--- src/rtl/stall_resume_ctrl.sv ---
// Responder for the decode-stage branch/dmem stall handshake: tracks one open stall,
// returns a one-cycle resume pulse and holds fetch. Optional perf counters: STALL_PERF_CNT_EN.
module stall_resume_ctrl #(
   parameter int unsigned TIMEOUT = 16,
   parameter int unsigned CNT_W   = 5
) (
   input  logic        clk,
   input  logic        rst,
   input  logic        branch_stall,
   input  logic        dmem_stall,
   input  logic        branch_done,
   input  logic        dmem_ack,
   output logic        branch_resume,
   output logic        dmem_resume,
   output logic        fetch_hold,
   output logic        busy,
   output logic        timeout_err,
   output logic [31:0] br_stall_cyc,
   output logic [31:0] dm_stall_cyc
);

   typedef enum logic [2:0] {
      S_IDLE      = 3'd0,
      S_DM_WAIT   = 3'd1,
      S_BR_WAIT   = 3'd2,
      S_DM_RESUME = 3'd3,
      S_BR_RESUME = 3'd4
   } state_e;

   state_e           state_q, state_d;
   logic [CNT_W-1:0] wait_cnt_q, wait_cnt_d;
   logic             err_q, err_d;
   logic             br_res_q, dm_res_q;
   logic             timeout_hit;
   logic [CNT_W-1:0] wait_cnt_inc;

   assign timeout_hit  = (wait_cnt_q == CNT_W'(TIMEOUT - 1));
   // Saturating increment so the wait counter can never wrap.
   assign wait_cnt_inc = (wait_cnt_q == {CNT_W{1'b1}}) ? wait_cnt_q : wait_cnt_q + CNT_W'(1);

   always_comb begin
      state_d    = state_q;
      wait_cnt_d = wait_cnt_q;
      err_d      = err_q;
      fetch_hold = 1'b0;
      case (state_q)
         S_IDLE: begin
            fetch_hold = branch_stall | dmem_stall;
            wait_cnt_d = '0;
            if (dmem_stall) begin
               state_d = dmem_ack ? S_DM_RESUME : S_DM_WAIT;
            end else if (branch_stall) begin
               state_d = branch_done ? S_BR_RESUME : S_BR_WAIT;
            end
         end
         S_DM_WAIT: begin
            fetch_hold = 1'b1;
            // A dropped stall is abandoned silently and wins over a same-cycle ack.
            if (!dmem_stall) begin
               state_d = S_IDLE;
            end else if (dmem_ack) begin
               state_d = S_DM_RESUME;
            end else if (timeout_hit) begin
               state_d = S_DM_RESUME;
               err_d   = 1'b1;
            end else begin
               wait_cnt_d = wait_cnt_inc;
            end
         end
         S_BR_WAIT: begin
            fetch_hold = 1'b1;
            if (!branch_stall) begin
               state_d = S_IDLE;
            end else if (branch_done) begin
               state_d = S_BR_RESUME;
            end else if (timeout_hit) begin
               state_d = S_BR_RESUME;
               err_d   = 1'b1;
            end else begin
               wait_cnt_d = wait_cnt_inc;
            end
         end
         S_DM_RESUME, S_BR_RESUME: begin
            state_d    = S_IDLE;
            wait_cnt_d = '0;
         end
         default: begin
            state_d    = S_IDLE;
            wait_cnt_d = '0;
         end
      endcase
      if (rst) begin
         fetch_hold = 1'b0;
      end
   end

   always_ff @(posedge clk) begin
      if (rst) begin
         state_q    <= S_IDLE;
         wait_cnt_q <= '0;
         err_q      <= 1'b0;
         br_res_q   <= 1'b0;
         dm_res_q   <= 1'b0;
      end else begin
         state_q    <= state_d;
         wait_cnt_q <= wait_cnt_d;
         err_q      <= err_d;
         br_res_q   <= (state_d == S_BR_RESUME);
         dm_res_q   <= (state_d == S_DM_RESUME);
      end
   end

   assign branch_resume = br_res_q;
   assign dmem_resume   = dm_res_q;
   assign timeout_err   = err_q;
   assign busy          = (state_q != S_IDLE);

`ifdef STALL_PERF_CNT_EN
   logic [31:0] br_cyc_q, dm_cyc_q;

   // Free-running wait-cycle counters, wrapping modulo 2**32.
   always_ff @(posedge clk) begin
      if (rst) begin
         br_cyc_q <= 32'h0;
         dm_cyc_q <= 32'h0;
      end else begin
         if (state_q == S_BR_WAIT) begin
            br_cyc_q <= br_cyc_q + 32'd1;
         end
         if (state_q == S_DM_WAIT) begin
            dm_cyc_q <= dm_cyc_q + 32'd1;
         end
      end
   end

   assign br_stall_cyc = br_cyc_q;
   assign dm_stall_cyc = dm_cyc_q;
`else
   assign br_stall_cyc = 32'h0;
   assign dm_stall_cyc = 32'h0;
`endif

endmodule

--- config.mk ---
export PLATFORM = sky130hd
export DESIGN_NAME = stall_resume_ctrl
export DESIGN_NICKNAME = d
export VERILOG_FILES = /design/src/rtl/stall_resume_ctrl.sv
export SDC_FILE = /design/constraint.sdc
export NUM_CORES = 1
export LEC_CHECK = 0
export ABC_AREA = 1
export CORE_ASPECT_RATIO = 0.5
export CORE_MARGIN = 4
export CORE_UTILIZATION = 30
export CTS_BUF_LIST = sky130_fd_sc_hd__clkbuf_2
export DETAILED_ROUTE_END_ITERATION = 7
export HOLD_SLACK_MARGIN = 0.05
export PLACE_DENSITY_LB_ADDON = 0.08
export SLEW_MARGIN = 30
export SYNTH_ARGS = -nofsm -noshare
export SYNTH_HDL_FRONTEND = slang
export SYNTH_SLANG_ARGS = --single-unit
--- constraint.sdc ---
create_clock -name clk -period 1.8 [get_ports clk]
set_clock_uncertainty 0.15 [all_clocks]
set_input_delay 0.27 -clock clk [delete_from_list [all_inputs] [get_ports clk]]
set_output_delay 0.27 -clock clk [all_outputs]
set_load 0.05 [all_outputs]
* Yosys cells after proc, flatten, opt, wreduce, memory -nomap -nowiden *
Cells that the tools add are included.

operators by class
  $add $sub $neg = 1
  equal/unequal tests = 10
  bitwise gates (word level) = 1
  muxes and demuxes = 26
  reductions and logical operators = 6

operators by type and width
  cell                                                                   count
  5-bit 2-to-1 mux                                                       6
  3-bit 2-to-1 mux                                                       9
  5-bit one-hot mux with 2 select lines                                  1
  3-bit one-hot mux with 3 select lines                                  1
  2-bit != test, second input constant                                   4
  3-bit by 2-bit equality test with 1-bit output, second input constant  2
  1-bit 2-to-1 mux                                                       6
  5-bit by 1-bit adder with 5-bit output, second input constant          1
  5-bit by 4-bit equality test with 1-bit output, second input constant  1
  5-bit equality test, second input constant                             1
  5-bit AND reduction                                                    1
  1-bit one-hot mux with 2 select lines                                  2
  4-bit AND reduction                                                    1
  3-bit by 1-bit equality test with 1-bit output, second input constant  1
  3-bit equality test, second input constant                             1
  3-bit zero test                                                        1
  3-bit nonzero test                                                     1
  2-bit 2-to-1 mux                                                       1
  2-bit nonzero test                                                     1
  2-bit OR reduction                                                     1
  1-bit OR                                                               1

word-level totals
  output and inout port bits = 69
  register bits after elaboration = 11
  input port bits = 6

* Longest topological paths before layout *
Gate-level depths: netlist of the first run.

  depth after elaboration = 6
  gate-level depth with buffers = 10
  depth with buffers taken out = 10

* Worst setup path after synthesis of the first run *
No wires, ideal clock.

  path kind = register to output
  start = reg state_q[2]
  end = out fetch_hold
  arrival time = 1.440 ns
  path slack = -0.060 ns
  stages on the path, launching flop included = 6
  path buffers = 0
  cell sequence = dfxtp_1 > nor3_1 > inv_1 > a21oi_1 > o21ai_0 > inv_1

between the ends
  word-level cells in the longest chain between the ends = 4
  elaborated cells on any way between the ends = 6
  classes of those cells = eq/ne: 2; mux: 2; reduce/logical: 2

RTL lines
  item                                                                                                              line  source
  from (decl)                                                                                                       30    state_e state_q, state_d;
  from (signal assigned)                                                                                            105   state_q <= state_d;
  3-bit by 2-bit equality test with 1-bit output or 3-bit by 1-bit equality test with 1-bit output (tied branches)  46    case (state_q)
  2-bit OR reduction (no source line)                                                                               -
  1-bit one-hot mux with 2 select lines (*)                                                                         46
  1-bit 2-to-1 mux (*)                                                                                              92    if (rst) begin
  to (decl)                                                                                                         15    output logic fetch_hold,

Every way passes the cells marked *; elsewhere a longest branch is shown, timed or not.

* Final worst setup path of the first run *
  start = reg state_q[1]
  end = out fetch_hold

The elaborated chain is that of the path after synthesis.

==> qor.csv, run 1 <==
stage;metric;value;unit
clock_network;CTS root buf;clkbuf_2;
sta;minimum clock period;1.72;ns
clock_network;clk sinks;11;
worst_setup_path;Worst Reg-to-Reg Cells;10;
yosys;#FFs+latches synth;11;
flow_run;max-cap check violation count;0;
floorplan;row cnt;15;
global_route;first-pass GRT wire length;2.97;mm
worst_setup_path;Setup CP Type;reg2out;
clock_network;CTS Buf Count;3;
global_route;largest net degree at the start of global routing;10;
worst_setup_path;critical path's most frequent cell;inv_2;
route;DRC Markers;0;
outcome;status;completed;
sta;final period utilization;95.4;%
final_layout;Layout Utilization;34.5;%
floorplan;Die H;51.6;um
worst_setup_path;worst-path maximum fanout;6;
floorplan;Initial Utilization;32.1;%
final_layout;Final nets;195;
worst_setup_path;CP peak stage delay;0.40;ns
yosys;YS warnings;0;
placed_design;placed cells;229;
power_and_ir_drop;overall power;973;uW
global_route;total gr overflow;0;
worst_hold_path;Min-Delay Path Depth;2;
worst_setup_path;R2R setup slack;0.15;ns
global_route;vias in the first global route;670;
final_layout;final std cells w/o fill;236;
worst_hold_path;worst hold endpoint;timeout_err;
final_layout;area delta synth->final;7.58;%
placed_design;Final Wtd Congestion;0.749;
worst_setup_path;worst r2r dst;wait_cnt_q[2];
yosys;Synth top area share;42.2;%
power_and_ir_drop;Max rail drop VDD;0.197;mV
worst_setup_path;critical path arrival;1.30;ns
final_layout;filler instances;383;
clock_network;CTS tree;yes;
placed_design;hpwl dp;1.71;mm
clock_network;Reg clk slew, reported paths;0.12;ns
route;Post-DRT Antenna Nets;0;
floorplan;Top Ports;75;
yosys;largest cells by area after synthesis;buf_4, dfxtp_1, inv_1, nand3_1, nand2_1;
global_route;gr busiest metal;met2;
route;DR iter-0 viols;6;
clock_network;clock latency at the later pin of the worst-skew pair;0.26;ns
global_route;GR Util met2;13.7;%
yosys;synthesized cell area;1140;um2
sta;Setup violations, final;0;
worst_setup_path;startpoint class of the critical path;flop;
sta;setup repair after global routing missed its margin;true;
yosys;largest area contributor in the netlist;buf_4;
power_and_ir_drop;Leak Pwr;0.000670;uW
route;via count;848;
worst_hold_path;hold wc startpoint;timeout_err;
worst_setup_path;crit-path cells;nor3_4 > inv_2 > a21oi_2 > o21ai_2 > inv_2 > buf_12;
final_layout;diodes inserted;0;
power_and_ir_drop;pwr dens;794;nW/um2
global_route;met1 GRT Util;9.27;%
global_route;GR Layer Usage met3;2.60;%
yosys;sequential area share after synthesis;19.3;%
route;Total Wirelength;2.02;mm
route;DR pass1 iterations;2;
yosys;Netlist cell types;22;
clock_network;clock buffer depth;2;
route;average wire per standard cell;8.57;um
yosys;Syn Area/Cell;7.12;um2
sta;FMAX;0.582;GHz
worst_setup_path;required time worst endpoint;1.38;ns
route;vias per cell;3.59;
final_layout;layout cells sized above 1;24.3;%
clock_network;CTS H-tree depth;1;
sta;Final Max Tran Viols;0;
floorplan;die area;4900;um2
global_route;antenna violations before repair;0;
sta;Final Hold Violating Endpoints;0;
worst_hold_path;HP Class;reg2reg;
placed_design;# port buffers;10;
worst_setup_path;CP max-delay cell;dfxtp_4;
floorplan;core area;3550;um2
floorplan;Die X;95.1;um
worst_setup_path;Crit Reg-Reg Startpoint;wait_cnt_q[0];
yosys;Mapped Cells;160;
global_route;GRT Resource Usage Total;7.94;%
worst_setup_path;CP endpoint kind;output pin;
power breakdown:
part           internal, uW  switching, uW
sequential              261           19.1
clock                  59.0           89.3
combinational           111            433
metrics by stage:
stage               worst slack, ns   TNS, ns  hold slack (ns)  cell area (um2)
floorplan                    0.0378         0            0.189             1380
global placement             0.0648         0            0.323             1130
detailed placement           0.0511         0            0.324             1130
CTS                         0.00948         0            0.347             1160
global route               -0.00752  -0.00752            0.378             1220
finish                       0.0827         0            0.350             1220
worst max-delay path by stage:
stage / start / to / slack, ns / depth (start not counted)
2_1_floorplan: state_q[2] / fetch_hold / 0.04 / 5
3_3_place_gp: wait_cnt_q[1] / dmem_resume / 0.06 / 10
3_5_place_dp: wait_cnt_q[1] / wait_cnt_q[1] / 0.05 / 8
4_1_cts: state_q[2] / fetch_hold / 0.009 / 6
5_1_grt: state_q[1] / fetch_hold / -0.008 / 6
6_report: state_q[1] / fetch_hold / 0.08 / 6
metal layers:
metal,vias to the layer above,wire length [um]
li1,425,-
met1,363,814
met2,58,881
met3,2,308
met4,0,19
met5,-,0
logic make-up (layout without fill, tap and decap cells):
logic type      Yosys count  in the layout  share of synthesized area (%)
flops                    11             11                           19.3
simple gates             51             51                           23.2
fa+ha+maj                 3              3                           3.30
buf+inv                  82             44                           48.4
compound gates           12             12                           5.49
other cells               1             64                          0.329
repair_timing:
item                                    4_1_cts  5_1_grt
gates resized for setup                       7       13
endpoints found under the setup margin        1        8
hold buffers                                  0        0
buffers inserted                              0        3
gates cloned                                  0        0
pin swaps                                     1        3
cell usage in the layout, fill, tap and decap left out, types with 3 or more instances in the layout:
cell,n
dfxtp_1,7
nor2_1,8
buf_4,16
dfxtp_4,3
clkbuf_2,4
inv_1,15
nand3_1,11
nand2_1,14
nand2_2,4
nand4_1,3
conb_1,64
clkdlybuf4s50_1,5
a21oi_1,7
layout make-up:
class	instances	area, um2	share of cell area [%]
Sequential cell	11	233	19.0
Clock buffer	4	20.0	1.63
Tap cell	51	63.8	5.21
Timing Repair Buffer	22	190	15.5
Multi-Input combinational cell	130	648	52.9
Inverter	18	70.1	5.72
state kept, by name, summed over array words and instances, names as in the netlist:
signal         flops
wait_cnt_q         5
state_q            3
branch_resume      1
timeout_err        1
dmem_resume        1
cells in the mapped netlist, drive strengths merged:
cell type	instances
o21ai	3
or2	1
conb	1
inv	18
ha	3
dfxtp	11
nor2	11
o211ai	1
nand2	20
nand4	3
a21oi	8
nor3	2
nand3	13
buf	64
nor4	1
critical path: cells and delay by family (launching register included):
kind,cells,cell delay [ns]
AOI/OAI and AO/OA,2,0.18
buffers and inverters,3,0.25
DFF,1,0.40
and+or+nand+nor,1,0.21
(Power assumes the default switching activity.)
==> run 2, diff against run 1 <==
--- a/config.mk
+++ b/config.mk
@@ -13,2 +13,3 @@
 export DETAILED_ROUTE_END_ITERATION = 7
+export DONT_BUFFER_PORTS = 1
 export HOLD_SLACK_MARGIN = 0.05
--- a/constraint.sdc
+++ b/constraint.sdc
@@ -4,2 +4,2 @@
 set_output_delay 0.27 -clock clk [all_outputs]
-set_load 0.05 [all_outputs]
+set_load 0.005 [all_outputs]
==> run 2 against run 1 <==
Sequential power about the same. Clock-buffer cell count unchanged. Sequential cell count unchanged. Largest power group is now registers.
==> qor.csv, run 2 (synthesized netlist as in run 1, its figures left out) <==
stage;metric;value;unit;change
outcome;status;completed;;unchanged
route;DR iter-0 viols;42;;was 6
final_layout;filler instances;386;;was 383
route;Total Wirelength;2.04;mm;was 2.02 mm
worst_setup_path;CP endpoint kind;flop;;was output pin
placed_design;hpwl dp;1.63;mm;was 1.71 mm
final_layout;FF/Latch Area;229;um2;was 233 um2
sta;minimum clock period;1.69;ns;was 1.72 ns
clock_network;clk sinks;11;;unchanged
sta;FMAX;0.593;GHz;was 0.582 GHz
floorplan;core area;3550;um2;unchanged
worst_hold_path;HP Class;in2reg;;was reg2reg
worst_setup_path;critical path arrival;1.75;ns;was 1.30 ns
clock_network;CTS root buf;clkbuf_2;;unchanged
floorplan;Top Ports;75;;unchanged
clock_network;Post-CTS Setup Bufs;0;;unchanged
clock_network;Reg clk slew, reported paths;0.13;ns;was 0.12 ns
power_and_ir_drop;Max rail drop VDD;0.168;mV;was 0.197 mV
sta;Final Max Tran Viols;0;;unchanged
final_layout;Final nets;179;;was 195
worst_setup_path;required time worst endpoint;1.86;ns;was 1.38 ns
worst_setup_path;startpoint class of the critical path;input pin;;was flop
clock_network;clock buffer depth;2;;unchanged
floorplan;row cnt;15;;unchanged
sta;Setup violations, final;0;;unchanged
power_and_ir_drop;Leak Pwr;0.000579;uW;was 0.000670 uW
worst_setup_path;Setup CP Type;in2reg;;was reg2out
global_route;antenna violations before repair;0;;unchanged
final_layout;area of the multi-input gates;628;um2;was 648 um2
global_route;largest net degree at the start of global routing;10;;unchanged
floorplan;die area;4900;um2;unchanged
final_layout;final std cells w/o fill;220;;was 236
route;average wire per standard cell;9.25;um;was 8.57 um
floorplan;Die H;51.6;um;unchanged
placed_design;Final Wtd Congestion;0.732;;was 0.749
final_layout;layout cells sized above 1;16.0;%;was 24.3%
global_route;vias in the first global route;652;;was 670
final_layout;max FFs per register;5;;unchanged
global_route;GRT Resource Usage Total;8.07;%;was 7.94%
clock_network;CTS Buf Count;3;;unchanged
power_and_ir_drop;overall power;623;uW;was 973 uW
route;via count;806;;was 848
worst_setup_path;worst-path maximum fanout;4;;was 6
floorplan;Initial Utilization;32.1;%;unchanged
final_layout;area delta synth->final;-6.37;%;was 7.58%
clock_network;clock latency at the later pin of the worst-skew pair;0.27;ns;was 0.26 ns
route;DR pass1 iterations;4;;was 2
final_layout;final instance area;1070;um2;was 1220 um2
route;vias per cell;3.66;;was 3.59
placed_design;# port buffers;0;;was 10
final_layout;commonest non-fill, non-tap cell in the layout;conb_1;;unchanged
placed_design;placed cell area;973;um2;was 1130 um2
global_route;first-pass GRT wire length;3.02;mm;was 2.97 mm
placed_design;placed cells;212;;was 229
route;Post-DRT Antenna Nets;0;;unchanged
power_and_ir_drop;pwr dens;584;nW/um2;was 794 nW/um2
clock_network;CTS tree;yes;;unchanged
clock_network;CTS H-tree depth;1;;unchanged
floorplan;Die X;95.1;um;unchanged
final_layout;diodes inserted;0;;unchanged
final_layout;Layout Utilization;30.1;%;was 34.5%
sta;final period utilization;93.7;%;was 95.4%
route;DRC Markers;0;;unchanged
global_route;total gr overflow;0;;unchanged
final_layout;Largest regs;wait_cnt_q (5), state_q (3);;unchanged
sta;Final Hold Violating Endpoints;0;;unchanged
final_layout;most frequent cells in the layout;conb_1, inv_1, nand2_1;;was conb_1, buf_4, inv_1
flow_run;max-cap check violation count;0;;unchanged
final_layout;Most flops, register;wait_cnt_q;;unchanged
-- run 2: stage by stage --
step | worst slack, ns | TNS [ns] | hold slack, ns
after floorplan | 0.0976 | 0 | 0.189
final | 0.113 | 0 | 0.109
after global placement | 0.0507 | 0 | 0.196
after global routing | -0.000195 | -0.000195 | 0.0802
after detailed placement | 0.0133 | 0 | 0.192
after CTS | 0.00563 | 0 | 0.0966
-- run 2: cell type report --
| cell class | count | share of cell area [%] |
|---|---|---|
| timing repair buffer | 6 | 5.16 |
| clock buffer | 4 | 1.88 |
| tap | 51 | 5.99 |
| inverter | 18 | 6.57 |
| multi-input combinational | 130 | 58.9 |
| sequential | 11 | 21.5 |
-- run 2: path summary, 6_finish.rpt --
| path | start | endpoint | slack [ns] | cells after the start |
|---|---|---|---|---|
| max reg2reg | state_q[1] | branch_resume | 0.14 | 4 |
| min | rst | state_q[1] | 0.11 | 3 |
| min reg2reg | state_q[1] | state_q[0] | 0.37 | 1 |
| max | dmem_stall | branch_resume | 0.11 | 5 |
-- run 2: layer usage --
metal,up-vias,GRT usage [%],wire [um]
met5,-,0,0
met4,0,4.07,36
met3,6,2.31,299
met2,63,15.2,954
met1,346,8.25,745
li1,391,-,-
-- run 2: critical path, cell delays in order --
cell and delay [ns]:
dlygate4sd3_1 0.54, inv_1 0.12, nand4_1 0.10, dlygate4sd3_1 0.59
a21oi_1 0.13
-- run 2: power breakdown --
| part | switching (uW) | internal (uW) | total (uW) |
|---|---|---|---|
| Clock | 93.7 | 59.0 | 153 |
| Combinational | 126 | 61.1 | 188 |
| Sequential | 18.8 | 264 | 282 |
| Total | 239 | 384 | 623 |
-- run 2: timing repair --
item | 4_1_cts | 5_1_grt
resized for setup | 1 | 13
pin swaps | 0 | 1
hold buffers | 4 | 0
setup endpoints to repair | 1 | 8
hold endpoints to repair | 5 | 0
==> run 3, diff against run 2 <==
- CTS_BUF_LIST: sky130_fd_sc_hd__clkbuf_2 -> sky130_fd_sc_hd__clkbuf_8
- PLACE_DENSITY: not set -> 0.43
- PLACE_DENSITY_LB_ADDON: 0.08 -> not set
- SKIP_LAST_GASP: not set -> 1
==> run 3 against run 2 <==
Routed wire length decreased by 9.3%. Sequential power hardly changed. Clock power up 59%. Core utilization fell by 0.53 points.
==> qor.csv, run 3 (synthesized netlist as in run 1, its figures left out) <==
stage;metric;value;unit;change
outcome;status;completed;;unchanged
route;DRT met1 WL;710;um;was 745 um
clock_network;Post-CTS Setup Bufs;0;;unchanged
clock_network;CTS root buf;clkbuf_8;;was clkbuf_2
route;DR WL met2;799;um;was 954 um
global_route;largest net degree at the start of global routing;10;;unchanged
sta;minimum clock period;1.69;ns;about the same
final_layout;layout cells sized above 1;12.7;%;was 16.0%
route;Total Wirelength;1.85;mm;was 2.04 mm
final_layout;Most flops, register;wait_cnt_q;;unchanged
placed_design;placed cell area;973;um2;unchanged
worst_setup_path;CP endpoint kind;output pin;;was flop
final_layout;Final nets;176;;was 179
worst_setup_path;required time worst endpoint;1.38;ns;was 1.86 ns
worst_setup_path;worst-path maximum fanout;7;;was 4
route;Post-DRT Antenna Nets;0;;unchanged
floorplan;Die H;51.6;um;unchanged
final_layout;diodes inserted;0;;unchanged
floorplan;Top Ports;75;;unchanged
sta;Final Hold Violating Endpoints;0;;unchanged
clock_network;clk sinks;11;;unchanged
global_route;first-pass GRT wire length;2.67;mm;was 3.02 mm
sta;FMAX;0.593;GHz;about the same
route;uppermost layer routed;met4;;unchanged
placed_design;# port buffers;0;;unchanged
final_layout;commonest non-fill, non-tap cell in the layout;conb_1;;unchanged
flow_run;max-cap check violation count;0;;unchanged
clock_network;clock latency at the later pin of the worst-skew pair;0.24;ns;was 0.27 ns
clock_network;Reg clk slew, reported paths;0.05;ns;was 0.13 ns
final_layout;Largest regs;wait_cnt_q (5), state_q (3);;unchanged
power_and_ir_drop;Leak Pwr;0.000573;uW;was 0.000579 uW
worst_setup_path;startpoint class of the critical path;flop;;was input pin
route;vias per cell;3.63;;was 3.66
worst_hold_path;HP Class;in2reg;;unchanged
clock_network;CTS tree;yes;;unchanged
final_layout;max FFs per register;5;;unchanged
floorplan;die area;4900;um2;unchanged
global_route;total gr overflow;0;;unchanged
placed_design;hpwl dp;1.52;mm;was 1.63 mm
sta;Setup violations, final;0;;unchanged
placed_design;placed cells;212;;unchanged
route;average wire per standard cell;8.51;um;was 9.25 um
worst_setup_path;Setup CP Type;reg2out;;was in2reg
global_route;vias in the first global route;582;;was 652
sta;setup repair after global routing missed its margin;true;;
route;via count;788;;was 806
global_route;GRT Resource Usage Total;7.25;%;was 8.07%
floorplan;core area;3550;um2;unchanged
final_layout;area delta synth->final;-8.02;%;was -6.37%
worst_setup_path;critical path arrival;1.27;ns;was 1.75 ns
route;DR WL met3;321;um;was 299 um
sta;Final Max Tran Viols;0;;unchanged
power_and_ir_drop;pwr dens;671;nW/um2;was 584 nW/um2
route;DRC Markers;0;;unchanged
final_layout;most frequent cells in the layout;conb_1, inv_1, nand2_1;;unchanged
final_layout;final std cells w/o fill;217;;was 220
floorplan;Initial Utilization;32.1;%;unchanged
clock_network;clock buffer depth;2;;unchanged
route;DR iter-0 viols;18;;was 42
clock_network;CTS H-tree depth;1;;unchanged
placed_design;Final Wtd Congestion;0.741;;was 0.732
power_and_ir_drop;Max rail drop VDD;0.192;mV;was 0.168 mV
route;DR pass1 iterations;4;;unchanged
sta;final period utilization;93.7;%;about the same
floorplan;row cnt;15;;unchanged
clock_network;CTS Buf Count;3;;unchanged
floorplan;Die X;95.1;um;unchanged
final_layout;final instance area;1050;um2;was 1070 um2
global_route;antenna violations before repair;0;;unchanged
run 3: worst max-delay path: stages (launching register included):
cell,delay [ns]
dfxtp_1,0.47
nor2_2,0.09
nand2_2,0.10
nand2_4,0.11
o21ai_0,0.19
inv_1,0.08
run 3: worst paths after layout:
path	to	slack, ns	depth (start not counted)	start
max	fetch_hold	0.11	5	state_q[1]
min	branch_resume	0.08	2	branch_done
max reg2reg	wait_cnt_q[0]	0.15	8	wait_cnt_q[0]
min reg2reg	wait_cnt_q[3]	0.36	2	wait_cnt_q[3]
run 3: routing by layer:
| metal | global-route usage, % | vias to the layer above |
|---|---|---|
| met5 | 0 | - |
| met4 | 2.87 | 0 |
| met3 | 3.47 | 2 |
| met2 | 11.7 | 61 |
| met1 | 8.30 | 340 |
| li1 | - | 385 |
run 3: area by class of cell:
type	count	area (um2)
clock inverters	1	3.75
multi-input cells	130	622
inverters	18	70.1
clock buffers	3	41.3
repair buffers	3	25.0
well taps	51	63.8
fillers	389	2500
flip-flops and latches	11	221
run 3: power breakdown:
group	switching, uW	leakage (uW)	total (uW)	internal (uW)
combinational	122	0.000456	176	54.2
clock	94.3	0.0000269	244	150
sequential	18.9	0.0000902	282	263
total	235	0.000573	702	467
run 3: per-stage QoR:
stage | util [%] | worst slack, ns | total power, uW | hold slack [ns] | TNS [ns]
floorplan | - | 0.0976 | 518 | 0.189 | 0
global placement | 27.4 | 0.0319 | 456 | 0.193 | 0
detailed placement | 27.4 | -0.0226 | 452 | 0.191 | -0.0576
CTS | 29.2 | 0.0605 | 706 | 0.0727 | 0
global route | 29.5 | 0.0000361 | 756 | 0.0773 | 0
finish | 29.5 | 0.114 | 702 | 0.0815 | 0
run 3: what timing repair did:
action,4_1_cts,5_1_grt
pin swaps,0,1
resized for setup,2,5
setup endpoints to repair,5,8
endpoints found under the hold margin,5,0
hold buffers,1,0
